### src/rtl/layer_pkg.sv
// layer_pkg: shared constants, FSM states and conv1..conv5 descriptor layout for the layer sequencer
package layer_pkg;
    localparam int MAX_LAYERS_DEF = 5;
    localparam int CFG_W_DEF      = 64;

    typedef enum logic [2:0] {
        ST_IDLE,
        ST_SHIFT,
        ST_LOAD,
        ST_START,
        ST_WAIT,
        ST_FIN
    } state_e;

    // flags: bit0 relu, bit1 max-pool after the layer
    typedef struct packed {
        logic [7:0]  flags;
        logic [3:0]  pad;
        logic [3:0]  stride;
        logic [3:0]  kernel;
        logic [9:0]  in_w;
        logic [9:0]  in_h;
        logic [11:0] out_ch;
        logic [11:0] in_ch;
    } layer_cfg_t;

    localparam layer_cfg_t CONV1_CFG = '{flags: 8'h03, pad: 4'd0, stride: 4'd4, kernel: 4'd11,
                                         in_w: 10'd227, in_h: 10'd227, out_ch: 12'd96, in_ch: 12'd3};
    localparam layer_cfg_t CONV2_CFG = '{flags: 8'h03, pad: 4'd2, stride: 4'd1, kernel: 4'd5,
                                         in_w: 10'd27, in_h: 10'd27, out_ch: 12'd256, in_ch: 12'd96};
    localparam layer_cfg_t CONV3_CFG = '{flags: 8'h01, pad: 4'd1, stride: 4'd1, kernel: 4'd3,
                                         in_w: 10'd13, in_h: 10'd13, out_ch: 12'd384, in_ch: 12'd256};
    localparam layer_cfg_t CONV4_CFG = '{flags: 8'h01, pad: 4'd1, stride: 4'd1, kernel: 4'd3,
                                         in_w: 10'd13, in_h: 10'd13, out_ch: 12'd384, in_ch: 12'd384};
    localparam layer_cfg_t CONV5_CFG = '{flags: 8'h03, pad: 4'd1, stride: 4'd1, kernel: 4'd3,
                                         in_w: 10'd13, in_h: 10'd13, out_ch: 12'd256, in_ch: 12'd384};
endpackage

### src/rtl/scan_serializer.sv
// scan_serializer: shifts a loaded descriptor out LSB first over CFG_W cycles, flagging the last bit
module scan_serializer
    import layer_pkg::*;
#(
    parameter int CFG_W = CFG_W_DEF
) (
    input  logic             core_clk,
    input  logic             rst_n,
    input  logic             load,
    input  logic [CFG_W-1:0] data,
    output logic             scan_en,
    output logic             scan_data,
    output logic             last
);
    localparam int CW = $clog2(CFG_W);

    logic [CFG_W-1:0] sr_q, sr_d;
    logic [CW-1:0]    cnt_q, cnt_d;
    logic             en_q, en_d;

    assign last      = en_q && cnt_q == CW'(CFG_W - 1);
    assign scan_en   = en_q;
    assign scan_data = en_q & sr_q[0];

    always_comb begin
        sr_d  = sr_q;
        cnt_d = cnt_q;
        en_d  = en_q;
        if (load) begin
            sr_d  = data;
            cnt_d = '0;
            en_d  = 1'b1;
        end else if (en_q) begin
            sr_d  = sr_q >> 1;
            cnt_d = last ? '0 : cnt_q + CW'(1);
            en_d  = !last;
        end
    end

    always_ff @(posedge core_clk or negedge rst_n) begin
        if (!rst_n) begin
            sr_q  <= '0;
            cnt_q <= '0;
            en_q  <= 1'b0;
        end else begin
            sr_q  <= sr_d;
            cnt_q <= cnt_d;
            en_q  <= en_d;
        end
    end
endmodule

### src/rtl/layer_sequencer.sv
// layer_sequencer: runs up to MAX_LAYERS descriptors through scan-load, core start and done, timing each layer
module layer_sequencer
    import layer_pkg::*;
#(
    parameter int MAX_LAYERS = MAX_LAYERS_DEF,
    parameter int CFG_W      = CFG_W_DEF,
    parameter int CNT_W      = 32
) (
    input  logic                            core_clk,
    input  logic                            rst_n,
    input  logic                            cfg_wr_en,
    input  logic [$clog2(MAX_LAYERS)-1:0]   cfg_wr_addr,
    input  logic [CFG_W-1:0]                cfg_wr_data,
    input  logic [$clog2(MAX_LAYERS+1)-1:0] num_layers,
    input  logic                            run,
    output logic                            busy,
    output logic                            scan_en,
    output logic                            scan_data,
    output logic                            scan_load,
    output logic                            core_start,
    input  logic                            core_done,
    output logic [$clog2(MAX_LAYERS)-1:0]   layer_idx,
    output logic                            layer_done,
    output logic [CNT_W-1:0]                layer_cycles,
    output logic                            all_done,
    output logic                            err
);
    localparam int IW = $clog2(MAX_LAYERS);
    localparam int NW = $clog2(MAX_LAYERS + 1);

    state_e           state_q, state_d;
    logic [CFG_W-1:0] desc_q [MAX_LAYERS];
    logic [CFG_W-1:0] desc_d [MAX_LAYERS];
    logic [NW-1:0]    num_q, num_d;
    logic [IW-1:0]    idx_q, idx_d;
    logic [CNT_W-1:0] cnt_q, cnt_d, cyc_q, cyc_d, cnt_inc;
    logic             ldone_q, ldone_d, adone_q, adone_d, err_q, err_d;
    logic [NW:0]      idx_next;
    logic             more, shift_last, ser_load;

    assign cnt_inc  = &cnt_q ? cnt_q : cnt_q + CNT_W'(1);
    assign idx_next = (NW+1)'(idx_q) + (NW+1)'(1);
    assign more     = idx_next < {1'b0, num_q};
    // the serializer loads on every entry into SHIFT, using post-write contents so a same-cycle write is shifted
    assign ser_load = state_d == ST_SHIFT && state_q != ST_SHIFT;

    always_comb begin
        state_d = state_q;
        desc_d  = desc_q;
        num_d   = num_q;
        idx_d   = idx_q;
        cnt_d   = cnt_q;
        cyc_d   = cyc_q;
        ldone_d = 1'b0;
        adone_d = 1'b0;
        err_d   = err_q;
        case (state_q)
            ST_IDLE: begin
                if (run) begin
                    if (num_layers == '0) begin
                        adone_d = 1'b1;
                    end else if (int'(num_layers) > MAX_LAYERS) begin
                        err_d = 1'b1;
                    end else begin
                        num_d   = num_layers;
                        idx_d   = '0;
                        err_d   = 1'b0;
                        state_d = ST_SHIFT;
                    end
                end
            end
            ST_SHIFT: state_d = shift_last ? ST_LOAD : ST_SHIFT;
            ST_LOAD:  state_d = ST_START;
            ST_START: begin
                cnt_d   = CNT_W'(1);
                state_d = ST_WAIT;
            end
            ST_WAIT: begin
                cnt_d = cnt_inc;
                if (core_done) begin
                    cyc_d   = cnt_inc;
                    ldone_d = 1'b1;
                    idx_d   = more ? idx_next[IW-1:0] : idx_q;
                    state_d = more ? ST_SHIFT : ST_FIN;
                end
            end
            ST_FIN: begin
                adone_d = 1'b1;
                state_d = ST_IDLE;
            end
            default: state_d = ST_IDLE;
        endcase
        // error sources are applied after the run-accept clear so they win in the same cycle
        if (cfg_wr_en) begin
            if (state_q != ST_IDLE || int'(cfg_wr_addr) >= MAX_LAYERS) err_d = 1'b1;
            else desc_d[cfg_wr_addr] = cfg_wr_data;
        end
        if (core_done && state_q != ST_WAIT) err_d = 1'b1;
    end

    always_ff @(posedge core_clk or negedge rst_n) begin
        if (!rst_n) begin
            state_q <= ST_IDLE;
            desc_q  <= '{default: '0};
            num_q   <= '0;
            idx_q   <= '0;
            cnt_q   <= '0;
            cyc_q   <= '0;
            ldone_q <= 1'b0;
            adone_q <= 1'b0;
            err_q   <= 1'b0;
        end else begin
            state_q <= state_d;
            desc_q  <= desc_d;
            num_q   <= num_d;
            idx_q   <= idx_d;
            cnt_q   <= cnt_d;
            cyc_q   <= cyc_d;
            ldone_q <= ldone_d;
            adone_q <= adone_d;
            err_q   <= err_d;
        end
    end

    scan_serializer #(.CFG_W(CFG_W)) u_ser (
        .core_clk  (core_clk),
        .rst_n     (rst_n),
        .load      (ser_load),
        .data      (desc_d[idx_d]),
        .scan_en   (scan_en),
        .scan_data (scan_data),
        .last      (shift_last)
    );

    assign busy         = state_q != ST_IDLE;
    assign scan_load    = state_q == ST_LOAD;
    assign core_start   = state_q == ST_START;
    assign layer_idx    = idx_q;
    assign layer_done   = ldone_q;
    assign layer_cycles = cyc_q;
    assign all_done     = adone_q;
    assign err          = err_q;
endmodule

### config.mk
export PLATFORM = sky130hd
export DESIGN_NAME = layer_sequencer
export DESIGN_NICKNAME = d
export VERILOG_FILES = /design/src/rtl/layer_pkg.sv /design/src/rtl/scan_serializer.sv /design/src/rtl/layer_sequencer.sv
export SDC_FILE = /design/constraint.sdc
export NUM_CORES = 1
export LEC_CHECK = 0
export BUFFER_PORTS_ARGS = -buffer_cell sky130_fd_sc_hd__buf_4
export CORE_ASPECT_RATIO = 0.75
export CORE_UTILIZATION = 40
export DETAILED_ROUTE_END_ITERATION = 10
export SLEW_MARGIN = 20
export SYNTH_ARGS = -nofsm -noshare
export SYNTH_HDL_FRONTEND = slang
export SYNTH_SLANG_ARGS = --single-unit
### constraint.sdc
create_clock -name core_clk -period 3.6 [get_ports core_clk]
set_clock_uncertainty 0.1 [all_clocks]
set_input_delay 0.72 -clock core_clk [delete_from_list [all_inputs] [get_ports core_clk]]
set_output_delay 0.72 -clock core_clk [all_outputs]
set_load 0.005 [all_outputs]
; Word level (Yosys, flattened, before mapping)
; Index checks and enable logic that the tools add are counted.
[word_totals]
register_bits = 467
n_memories = 0
rom_bits = 0
latchBits = 0
in_bits = 75
word_cells = 95
ram_bits = 0
output_inout_bits = 43
[classes]
n_eq_ne = 9
muxes = 42
mul = 0
addsub = 3
n_shift = 0
bitwise = 5
n_reduce_logical = 14
order_cmp = 6
n_div = 0
[op_table]
columns = operator, n
row1 = 320-bit 2-to-1 mux, 2
row2 = 320-bit bitwise mux, 1
row3 = 64-bit 2-to-1 mux, 5
row4 = 64-bit binary-select mux with 3-bit select, 1
row5 = 64-bit demux with 3-bit select, 1
row6 = 32-bit one-hot mux with 2 select lines, 1
row7 = 32-bit by 1-bit adder with 32-bit output (second input constant), 1
row8 = 32-bit 2-to-1 mux, 1
row9 = 32-bit AND reduction, 1
row10 = 3-bit 2-to-1 mux, 10
row11 = 6-bit 2-to-1 mux, 3
row12 = 3-bit one-hot mux with 5 select lines, 1
row13 = 1-bit 2-to-1 mux, 13
row14 = 4-bit >= comparator (second input constant), 2
row15 = 3-bit NOT with 4-bit output, 2
row16 = 6-bit by 1-bit adder with 6-bit output (second input constant), 1
row17 = 3-bit by 1-bit equality test with 1-bit output (second input constant), 2
row18 = 3-bit by 2-bit equality test with 1-bit output (second input constant), 2
row19 = 3-bit equality test (second input constant), 2
row20 = 6-bit equality test (second input constant), 1
row21 = 3-bit logical NOT, 2
row22 = 3-bit one-hot mux with 2 select lines, 1
row23 = 3-bit by 1-bit adder with 4-bit output (second input constant), 1
row24 = 1-bit logical AND, 4
row25 = other kinds (16), 18

; Logic depth before layout (Yosys ltp)
; Gate-level depths: netlist (run 1).
[depth]
word_depth = 12
ltp_mapped = 13
mapped_depth_nobuf = 11

; Cells and area by module
; Synthesis (run 1) repeated with hierarchy kept, for this count alone.
[hier_totals]
cells_unflattened = 2053
hier_area_um2 = 22893.2
[by_module_without_submodules]
columns = module, area_each_um2, seq_area_each_um2, instances, cells_per_inst
row1 = layer_sequencer, 19642.6, 9909.5, 1, 1740
row2 = scan_serializer, 3250.6, 1776.7, 1, 313

; Least setup slack after synthesis (run 1)
; No wires, ideal clock.
[synth_path]
path_kind = register to register
start = register idx_q[0] (netlist: layer_idx[0])
end = register u_ser.sr_q[23]
setup_time_ps = 87
slack_ps = 484
period_less_slack_ps = 3116
required_ps = 3413
arrival_ps = 2928
n_path_buf = 2
stages_incl_launch_ff = 13
cell_sequence = dfrtp_1 -> ha_1 -> xor2_1 -> ha_1 -> nand2_1 -> o2111a_1 -> nand3_1 -> nand3_2 -> clkbuf_1 -> clkbuf_1 -> a21oi_1 -> a211o_1 -> a22oi_1
[synth_between]
elab_chain_len = 10
word_cells_on_any_way = 19
cone_classes = add/sub (1) / order compare (1) / eq/ne (1) / mux (13) / bitwise (1) / reduce/logical (2)
[synth_lines]
columns = item, line
row1 = "start, declared", layer_sequencer.sv:35  ; logic [IW-1:0] idx_q, idx_d;
row2 = "start signal, assigned", layer_sequencer.sv:116  ; idx_q <= idx_d;
row3 = 3-bit by 1-bit adder with 4-bit output, layer_sequencer.sv:42  ; assign idx_next = (NW+1)'(idx_q) + (NW+1)'(1);
row4 = 4-bit by 3-bit < comparator with 1-bit output, layer_sequencer.sv:43  ; assign more = idx_next < {1'b0, num_q};
row5 = 3-bit 2-to-1 mux, layer_sequencer.sv:83  ; idx_d = more ? idx_next[IW-1:0] : idx_q;
row6 = 3-bit 2-to-1 mux, layer_sequencer.sv:80  ; if (core_done) begin
row7 = 3-bit one-hot mux with 2 select lines, layer_sequencer.sv:57  ; case (state_q)
row8 = 3-bit NOT with 4-bit output (not written as such), layer_sequencer.sv:129  ; .data (desc_d[idx_d]),
row9 = 64-bit binary-select mux with 3-bit select, layer_sequencer.sv:129
row10 = 64-bit 2-to-1 mux (not written as such) (2 in a row), layer_sequencer.sv:129
row11 = 64-bit 2-to-1 mux, scan_serializer.sv:29  ; if (load) begin
row12 = "end signal, assigned", scan_serializer.sv:46  ; sr_q <= sr_d;
row13 = "end, declared", scan_serializer.sv:17  ; logic [CFG_W-1:0] sr_q, sr_d;
; Several ways; a longest one is shown, not always the timed one. The select of a mux whose other input is x is not followed.
; A chain may end at the register's enable or synchronous reset.

; Final worst setup path (run 1)
; Same ends and word-level chain as after synthesis.

==> results of run 1 <==
what timing repair did:
action / in CTS / in global routing
gates resized for setup: 0 / 3
setup buffers: 0 / 0
setup endpoints to repair: 0 / 36
metal layers:
layer  share of wire  global-route usage  vias to the layer above  routed length (um)
met5          0.0013                   0                        -                  73
met4           0.019             0.05116                       12                1055
met3           0.043             0.03575                       87                2434
met2            0.45              0.3170                      283               25700
met1            0.48              0.2949                     7804               27320
li1                -                   -                     6815                   -
layout make-up:
cell class | instances | area [um^2]
Clock buffer | 65 | 1356
Clock inverter | 18 | 158.9
Fill cell | 4841 | 28890
Inverter | 22 | 82.58
Multi-Input combinational cell | 1166 | 9744
Sequential cell | 467 | 11690
Tap cell | 722 | 903.4
Timing Repair Buffer | 171 | 1520
per-stage QoR:
step                hold WS [ns]    util  worst slack (ns)
floorplan                 0.3244       -            0.4845
global placement          0.3546  0.4396            0.2464
detailed placement        0.3592  0.4396            0.1549
CTS                      0.03886  0.4675            0.1501
global route             0.06328  0.4684           0.02667
finish                   0.01387  0.4684            0.1932
state kept, by name, summed over array words and instances (netlist names), 3 cells and up:
name	cells
u_ser.cnt_q	6
layer_cycles	32
cnt_q	32
desc_q	320
state_q	3
layer_idx	3
u_ser.sr_q	64
num_q	3
layout by cell type (no fill, tap or decap), drive strengths merged, types with 11 or more instances in the layout:
cell      n
o31ai    16
nand2b   11
nand2    70
mux2i   119
dfrtp   467
o211ai   11
inv      24
xnor2    13
o21ai    43
a22oi    50
a32oi    16
nor2     69
clkinv   11
a221oi   56
or2      11
mux2    363
buf     170
xor2     22
a21oi   107
clkbuf   66
nand3    22
a211o    50
kinds of logic (layout without fill, tap and decap cells):
group | Yosys count | in the layout
mux | 482 | 482
flops | 467 | 467
compound gates | 395 | 395
simple gates | 249 | 249
buf+inv | 151 | 276
xor+xnor | 35 | 35
fa+ha+maj | 5 | 5
power by group through the flow:
stage               Clock [mW]  Sequential (mW)  Combinational, mW
global route              5.23             8.36               4.42
global placement             0             8.13               3.83
floorplan                    0             7.87               3.15
finish                    4.89             8.14               3.97
detailed placement           0             8.24               3.99
CTS                       5.02             8.15               4.00
final timing paths:
path                                           endpoint  slack, ns  cells past startpoint
setup reg to reg             u_ser.sr_q[23]$_DFFE_PN0P_       0.19                     12
setup / recovery             u_ser.sr_q[23]$_DFFE_PN0P_       0.19                     12
hold reg to reg                   desc_q[270]$_DFF_PN0_       0.39                      1
min in group core_clk              num_q[0]$_DFFE_PN0P_       0.26                      3
hold / removal             layer_cycles[21]$_DFFE_PN0P_       0.01                      1
max in group asynchronous         desc_q[201]$_DFF_PN0_       2.38                      2
==> flow_metrics.py, run 1 <==
metrics = {
    "yosys": {
        "synth_ff_type": "dfrtp_1",
        "ys_types": 66,
        "synth_enable_flop_cells": 0,
        "synth_most_common_cell": "dfrtp_1",
        "syn-instance-count": 1784,
        "synth.area.mux_share": 0.2400,
        "synth_fa_ha_area_frac": 0.002844,
        "synth.area.top_cells": "dfrtp_1 53%, mux2_2 16%, mux2i_1 5.4%, mux2_1 2.5%, a21oi_1 2.4%",
        "synth.avg_cell_area_um2": 12.33,
        "synth_compound_area_frac": 0.1272,
        "synth_top_family_by_area": "multiplexers",
        "ys_ff_latch": 467,
        "syn_area_um2": 21990,
        "synth-xor-area-share": 0.01394,
        "synthTopCellsByCount": "467 x dfrtp_1, 315 x mux2_2, 119 x mux2i_1",
        "synth_top_area_share": 0.5313,
        "synth_simple_gate_area_frac": 0.05575,
        "synth_fp_nets": 1864,
        "yosysWarningCount": 0,
        "synth_area_leader_cell": "dfrtp_1",
        "ys_seq_area_frac": 0.5313,
        "synthArstFlopShare": 1.000,
    },
    "critical_path": {
        "r2r_start": "layer_idx[0]$_DFF_PN0_",
        "worst_setup_path_end_kind": "register",
        "critPathMaxStageDelay_ns": 0.38,
        "path_class": "register to register",
        "critPathLaunchType": "register",
        "critPathBufInv": 2,
        "required_ns": 3.99,
        "arrival_ns": 3.80,
        "cp_max_fo": 27,
        "slowest_stage": "dfrtp_1",
        "cpLargestDelayFamily": "compound AO/OA/AOI/OAI gates",
        "crit_start": "layer_idx[0]$_DFF_PN0_",
        "crit_chain": "ha_1 -> xor2_1 -> ha_1 -> nor2b_1 -> o2111a_1 -> nand3_1 -> buf_4 -> a21o_2 -> and2_2 -> buf_4 -> a211o_1 -> a22oi_1",
    },
    "floorplan": {
        "die_w_um": 272.8,
        "initial_utilization": 0.4047,
        "die_y_um": 205.1,
        "core-area_um2": 54350,
        "rows": 74,
        "io_pins": 118,
        "die-area_um2": 55930,
    },
    "clock_network": {
        "clock_sinks": 467,
        "cts_root_buffer": "clkbuf_16",
        "clkLatencyLatePin_ns": 0.59,
        "htreeDepth": 2,
        "hold_buffers": 0,
        "clk_pin_slew_ns": 0.06,
        "cts_buffers": 48,
        "tritoncts": "built",
        "cts.path.max_buffers": 3,
    },
    "global_routing": {
        "grt_util_all_layers": 0.2043,
        "grt_pass1_wl_um": 89900,
        "grt_max_degree": 129,
        "antenna_found_initial": 6,
        "grt_overflow": 0,
        "grt_pass1_vias": 15574,
    },
    "layout": {
        "n_antenna_cell": 0,
        "areaGrowthSynthToFinish_pct": 15.74,
        "layout-drive-gt1-share": 0.3064,
        "stdcell_count": 2631,
        "fin_area_um2": 25460,
        "nets": 1956,
    },
    "pwr": {
        "clkPwrFrac": 0.288,
        "p_seq_frac": 0.479,
        "pwr-share-comb": 0.233,
        "powerDensity_nw_per_um2": 667.8,
        "power.total_mw": 17.00,
        "p_int_mw": 12.31,
        "ir_drop_mv": 0.4012,
        "power.leakage_nw": 11.82,
        "p_sw_mw": 4.686,
        "switching_share": 0.2757,
    },
    "routing": {
        "drtAntennaViolNets": 0,
        "drt-total-wl_um": 56580,
        "post_drt_wl_per_cell_um": 21.50,
        "firstDrtPassIters": 5,
        "vias": 15001,
        "routed_via_density": 5.702,
        "drc": 0,
        "drt-initial-drc-count": 1148,
    },
    "timing": {
        "rsz0062_at_grt": "no",
        "min_period_over_period": 0.9463,
        "worstMarginPinSlew_ns": 1.034,
        "min_period_ns": 3.407,
        "setup_viol": 0,
        "final_max_slew_viol_count": 0,
        "maxSlewHeadroom": 0.3044,
        "finalHoldViolCount": 0,
        "fin_tns_setup_ns": 0,
        "timing.fmax_mhz": 293.5,
    },
    "status": {
        "status": "finished, final reports clean",
    },
    "worst_hold_path": {
        "hp-class": "input pin to async pin",
    },
    "flow_run": {
        "maxCapViolCount": 0,
    },
    "place": {
        "port_buffers": 117,
        "place.gp.congestion": 0.8333,
        "dp.cells": 2547,
        "placed_area_um2": 23890,
        "dp_hpwl_um": 33450,
    },
}
(Power assumes the default switching activity.)
==> run 2, diff against run 1 <==
SYNTH_HIERARCHICAL = 1   (was unset)
==> flow_metrics.py, run 2 <==
metrics = {
    "status": {
        "status": "finished, final reports clean",
    },
    "layout": {
        "largestRegisters": "desc_q: 320 flops, u_ser/sr_q: 64 flops",
        "final_common_cell": "dfrtp_1",
        "regMostFlops": "desc_q",
        "areaGrowthSynthToFinish_pct": 15.20,
        "stdcell_count": 2879,
        "largest_reg_flops": 320,
        "nets": 2189,
        "layout_common_cells": "466 x dfrtp_1, 197 x mux2i_1, 146 x buf_4",
        "fin_area_um2": 26370,
        "layout-drive-gt1-share": 0.2089,
    },
    "yosys": {
        "synth_ff_type": "dfrtp_1",
        "synth_most_common_cell": "dfrtp_1",
        "synthArstFlopShare": 1.000,
        "syn_area_um2": 22890,
        "synth.avg_cell_area_um2": 11.15,
        "ys_types": 65,
        "synth_fp_nets": 2133,
        "ys_ff_latch": 467,
        "synth_top_area_share": 0.5105,
        "synth_enable_flop_cells": 0,
        "ys_seq_area_frac": 0.5105,
        "yosysWarningCount": 6,
        "synthTopCellsByCount": "467 x dfrtp_1, 198 x mux2i_1, 141 x a21oi_1, 141 x inv_1, 135 x nand2_1",
        "syn-instance-count": 2053,
        "synth_area_leader_cell": "dfrtp_1",
        "synth.area.top_cells": "dfrtp_1 51%, mux2i_1 8.7%, mux2_2 5.3%, mux2_4 3.9%, a21oi_1 3.1%",
    },
    "floorplan": {
        "rows": 75,
        "die-area_um2": 58200,
        "die_y_um": 209.2,
        "core-area_um2": 56210,
        "initial_utilization": 0.4073,
        "io_pins": 118,
        "die_w_um": 278.2,
    },
    "clock_network": {
        "cts.path.max_buffers": 3,
        "htreeDepth": 2,
        "clock_sinks": 467,
        "cts_root_buffer": "clkbuf_16",
        "tritoncts": "built",
        "clkLatencyLatePin_ns": 0.59,
        "cts_buffers": 48,
        "clk_pin_slew_ns": 0.07,
    },
    "global_routing": {
        "grt_max_degree": 137,
        "grt_pass1_wl_um": 95860,
        "grt_pass1_vias": 16695,
        "antenna_found_initial": 3,
        "grt_util_all_layers": 0.2065,
        "grt_overflow": 0,
    },
    "routing": {
        "routed_via_density": 5.697,
        "firstDrtPassIters": 5,
        "vias": 16401,
        "post_drt_wl_per_cell_um": 20.70,
        "drt-initial-drc-count": 1117,
        "drt-total-wl_um": 59600,
        "drc": 0,
        "drtAntennaViolNets": 0,
    },
    "timing": {
        "fin_tns_setup_ns": 0,
        "worst_hold_slack_ns": 0.2543,
        "min_period_over_period": 0.9444,
        "final_max_slew_viol_count": 0,
        "finalHoldViolCount": 0,
        "worstMarginPinSlew_ns": 0.8757,
        "setup_viol": 0,
        "rsz0062_at_grt": "no",
        "setup_ws_ns": 0.2001,
        "timing.fmax_mhz": 294.1,
        "min_period_ns": 3.400,
        "maxSlewHeadroom": 0.4162,
    },
    "worst_hold_path": {
        "hold_start": "num_layers[1]",
        "hp-class": "input pin to register",
        "hold_end": "num_q[2]$_DFFE_PN0P_",
        "hold_depth": 2,
    },
    "pwr": {
        "ir_drop_mv": 0.3850,
        "power.leakage_nw": 13.31,
        "powerDensity_nw_per_um2": 662.0,
    },
    "critical_path": {
        "arrival_ns": 3.81,
        "r2r_start": "layer_idx[0]$_DFF_PN0_",
        "worst_setup_path_end_kind": "register",
        "reg2regPathDepth": 11,
        "required_ns": 4.01,
        "cp_max_fo": 17,
        "path_class": "register to register",
        "critPathLaunchType": "register",
        "reg2reg_to": "u_ser/sr_q[15]$_DFFE_PN0P_",
        "r2r_slack_ns": 0.20,
    },
    "place": {
        "port_buffers": 117,
        "place.gp.congestion": 0.8116,
        "dp_hpwl_um": 34100,
        "dp.cells": 2789,
        "pre_cts_ws_ns": 0.1415,
        "placed_area_um2": 24730,
    },
    "flow_run": {
        "maxCapViolCount": 0,
    },
}
==> run 2: cell types whose count changed after synthesis, sizes merged, moves of 56 or more <==
cell	before	now
a221oi	56	0
a32o	2	63
inv	22	141
mux2	363	195
mux2i	119	198
nand2	70	136
nor3	10	71
o21ai	43	129
o22ai	5	67
o32a	0	62
==> run 2: metal layers <==
metal | vias to the layer above | GRT usage | part of all wire
met4 | 0 | 0.05163 | 0.016
met3 | 73 | 0.03645 | 0.051
li1 | 7559 | - | -
met1 | 8359 | 0.2947 | 0.48
met2 | 410 | 0.3250 | 0.46
met5 | - | 0 | 0
==> run 2: where the power goes <==
group	internal (mW)	total (mW)	switching, mW
Sequential	7.17	7.84	0.664
Clock	2.99	5.14	2.15
Combinational	2.32	4.48	2.16
==> run 2: worst max path at each step <==
stage	cells past startpoint	end	slack, ns	from
final	11	u_ser/sr_q[15]$_DFFE_PN0P_	0.20	layer_idx[0]$_DFF_PN0_
after global routing	11	u_ser/sr_q[15]$_DFFE_PN0P_	0.04	layer_idx[0]$_DFF_PN0_
after CTS	11	u_ser/sr_q[15]$_DFFE_PN0P_	0.21	layer_idx[0]$_DFF_PN0_
after detailed placement	9	u_ser/sr_q[63]$_DFFE_PN0P_	0.14	cfg_wr_en
after global placement	9	u_ser/sr_q[63]$_DFFE_PN0P_	0.13	cfg_wr_en
after floorplan	9	u_ser/sr_q[63]$_DFFE_PN0P_	0.46	cfg_wr_en
==> run 2: metrics by stage <==
step	util	power [mW]
global route	0.4690	18.55
finish	0.4692	17.46
global placement	0.4400	12.19
floorplan	-	11.26
CTS	0.4690	17.64
detailed placement	0.4400	12.41
==> run 2: final cells by class <==
cell class                 instances  area, um^2
sequential                       467       11690
inverter                         141       529.3
antenna                            3       7.507
clock buffer                      72        1441
clock inverter                    14       180.2
multi-input combinational       1274        9908
fill                            5162       29840
timing repair buffer             177        1702
tap                              731       914.6
==> run 2: cells by family after synthesis <==
family / Yosys count / share of synthesized area
multiplexers: 393 / 0.1922
buffers and inverters: 312 / 0.06056
AO/OA/AOI/OAI: 515 / 0.1517
flip-flops: 467 / 0.5105
AND/OR/NAND/NOR: 330 / 0.07050
adder cells (fa/ha/maj): 5 / 0.002733
XOR/XNOR: 31 / 0.01186
==> run 2: what timing repair did <==
| item | in CTS | in global routing |
|---|---|---|
| gates resized for setup | 0 | 0 |
| hold buffers | 1 | 0 |
| buffers inserted | 0 | 0 |
| hold endpoints to repair | 31 | 0 |
==> run 2: critical path: stages (launching register included) <==
cell	delay, ns
dfrtp_1	0.39
ha_1	0.37
ha_1	0.29
o21ai_0	0.34
o21a_1	0.23
nand3_1	0.16
mux2i_4	0.31
o221ai_4	0.40
buf_4	0.34
o22ai_1	0.18
nand2_1	0.08
o21ai_0	0.11
==> run 3, diff against run 2 <==
CORE_ASPECT_RATIO = 0.9   (was 0.75)
==> flow_metrics.py, run 3 (synthesis gave the netlist of run 2 again) <==
metrics = {
    "status": {
        "status": "finished, final reports clean",
    },
    "layout": {
        "stdcell_count": 2907,
        "fill_cells": 5120,
        "largestRegisters": "desc_q: 320 flops, u_ser/sr_q: 64 flops",
        "areaGrowthSynthToFinish_pct": 15.89,
        "final_common_cell": "dfrtp_1",
        "layout-drive-gt1-share": 0.2097,
        "regMostFlops": "desc_q",
        "layout_common_cells": "466 x dfrtp_1, 197 x mux2i_1, 141 x inv_1, 141 x a21oi_1, 141 x buf_4",
        "n_antenna_cell": 0,
        "nets": 2195,
        "final_core_util": 0.4728,
        "largest_reg_flops": 320,
    },
    "place": {
        "place.gp.congestion": 0.8529,
        "pre_cts_ws_ns": 0.08164,
        "dp_hpwl_um": 35330,
        "port_buffers": 117,
        "dp.cells": 2819,
    },
    "clock_network": {
        "hold_buffers": 0,
        "cts_root_buffer": "clkbuf_16",
        "cts.path.max_buffers": 3,
        "post_cts_buffers": 0,
        "htreeDepth": 2,
        "clk_pin_slew_ns": 0.06,
        "cts_buffers": 50,
        "cts_resized": 0,
        "tritoncts": "built",
        "clkLatencyLatePin_ns": 0.60,
        "clock_sinks": 467,
    },
    "timing": {
        "maxSlewHeadroom": 0.4777,
        "min_period_over_period": 0.9394,
        "fin_tns_setup_ns": 0,
        "setup_viol": 0,
        "finalHoldViolCount": 0,
        "worstMarginPinSlew_ns": 0.7835,
        "timing.fmax_mhz": 295.7,
        "min_period_ns": 3.382,
        "setup_ws_ns": 0.2183,
        "rsz0062_at_grt": "no",
        "final_max_slew_viol_count": 0,
    },
    "pwr": {
        "clkPwrFrac": 0.293,
        "power.total_mw": 17.48,
        "powerDensity_nw_per_um2": 658.9,
        "ir_drop_mv": 0.3586,
        "pwr-share-comb": 0.256,
        "switching_share": 0.2868,
        "p_int_mw": 12.47,
        "p_seq_frac": 0.451,
        "p_sw_mw": 5.014,
        "power.leakage_nw": 13.36,
    },
    "critical_path": {
        "worst_setup_path_end_kind": "register",
        "required_ns": 4.01,
        "critPathMaxStageDelay_ns": 0.47,
        "path_class": "register to register",
        "critPathLaunchType": "register",
        "crit_chain": "ha_1 -> ha_1 -> o21ai_0 -> o21ai_2 -> o211ai_4 -> buf_12 -> a21oi_1 -> o32a_1 -> o22ai_1 -> nand2_1 -> o21ai_0",
        "cp_max_fo": 61,
        "arrival_ns": 3.79,
        "reg2regPathDepth": 11,
        "slowest_stage": "dfrtp_1",
    },
    "global_routing": {
        "grt_util_all_layers": 0.2108,
        "grt_max_degree": 98,
        "grt_pass1_vias": 17026,
        "antenna_found_initial": 3,
        "grt_pass1_wl_um": 96860,
        "grt_overflow": 0,
    },
    "floorplan": {
        "io_pins": 118,
        "die-area_um2": 58200,
        "rows": 82,
        "core-area_um2": 56120,
        "die_y_um": 229.0,
        "initial_utilization": 0.4079,
        "die_w_um": 254.2,
    },
    "routing": {
        "post_drt_wl_per_cell_um": 20.91,
        "drt-total-wl_um": 60790,
        "drc": 0,
        "firstDrtPassIters": 6,
        "drtAntennaViolNets": 0,
        "vias": 16387,
        "routed_via_density": 5.637,
        "drt-initial-drc-count": 1207,
    },
    "worst_hold_path": {
        "hp-class": "input pin to async pin",
    },
    "flow_run": {
        "maxCapViolCount": 0,
    },
}
## run 3: cell types whose count changed in the layout (fill, tap and decap cells not counted), moves of 2 or more
cell	before	now
buf_12	29	38
buf_4	146	141
clkbuf_8	15	11
clkbuf_1	9	12
clkbuf_16	48	51
clkinv_2	6	9
diode_2	3	0
clkinvlp_4	2	0
## run 3: power groups by stage
stage	logic (mW)	clock network (mW)	registers, mW
after global routing	5.00	5.46	8.09
after detailed placement	4.49	0	7.98
after floorplan	3.58	0	7.67
after global placement	4.33	0	7.89
final	4.48	5.11	7.88
after CTS	4.52	5.26	7.90
## run 3: final timing paths
path	startpoint	end	slack (ns)
worst max-delay path	layer_idx[0]$_DFF_PN0_	u_ser/sr_q[34]$_DFFE_PN0P_	0.22
worst min-delay path	rst_n	desc_q[205]$_DFF_PN0_	0.06
worst max register to register	layer_idx[0]$_DFF_PN0_	u_ser/sr_q[34]$_DFFE_PN0P_	0.22
worst min register to register	desc_q[252]$_DFF_PN0_	desc_q[252]$_DFF_PN0_	0.38
max in group asynchronous	rst_n	desc_q[160]$_DFF_PN0_	2.40
min in group core_clk	num_layers[1]	num_q[2]$_DFFE_PN0P_	0.25
## run 3: per-stage QoR
step	area (um^2)	hold slack, ns
finish	26530	0.05700
floorplan	22890	0.3244
global route	26530	0.1178
global placement	24910	0.3621
CTS	26530	0.08302
detailed placement	24910	0.3695
## run 3: critical path: cells and delay by family (launching register included)
kind / cells / cell delay, ns
AO/OA/AOI/OAI: 7 / 1.58
adder cells (fa/ha/maj): 2 / 0.69
flip-flops: 1 / 0.47
buffers and inverters: 1 / 0.32
AND/OR/NAND/NOR: 1 / 0.08
## run 3: per-layer routing
| layer | track usage | share of wire | up-vias |
|---|---|---|---|
| met5 | 0 | 0.00061 | - |
| met4 | 0.06890 | 0.025 | 6 |
| met3 | 0.03792 | 0.056 | 101 |
| met2 | 0.3371 | 0.46 | 429 |
| met1 | 0.2881 | 0.45 | 8282 |
| li1 | - | - | 7569 |
## run 3: final cells by class
| type | count | area, um^2 | area share |
|---|---|---|---|
| flip-flops and latches | 467 | 11690 | 0.4406 |
| well taps | 756 | 945.9 | 0.03565 |
| repair buffers | 181 | 1846 | 0.06956 |
| clock inverters | 14 | 142.6 | 0.005376 |
| multi-input cells | 1274 | 9906 | 0.3734 |
| clock buffers | 74 | 1473 | 0.05551 |
| inverters | 141 | 529.3 | 0.01995 |
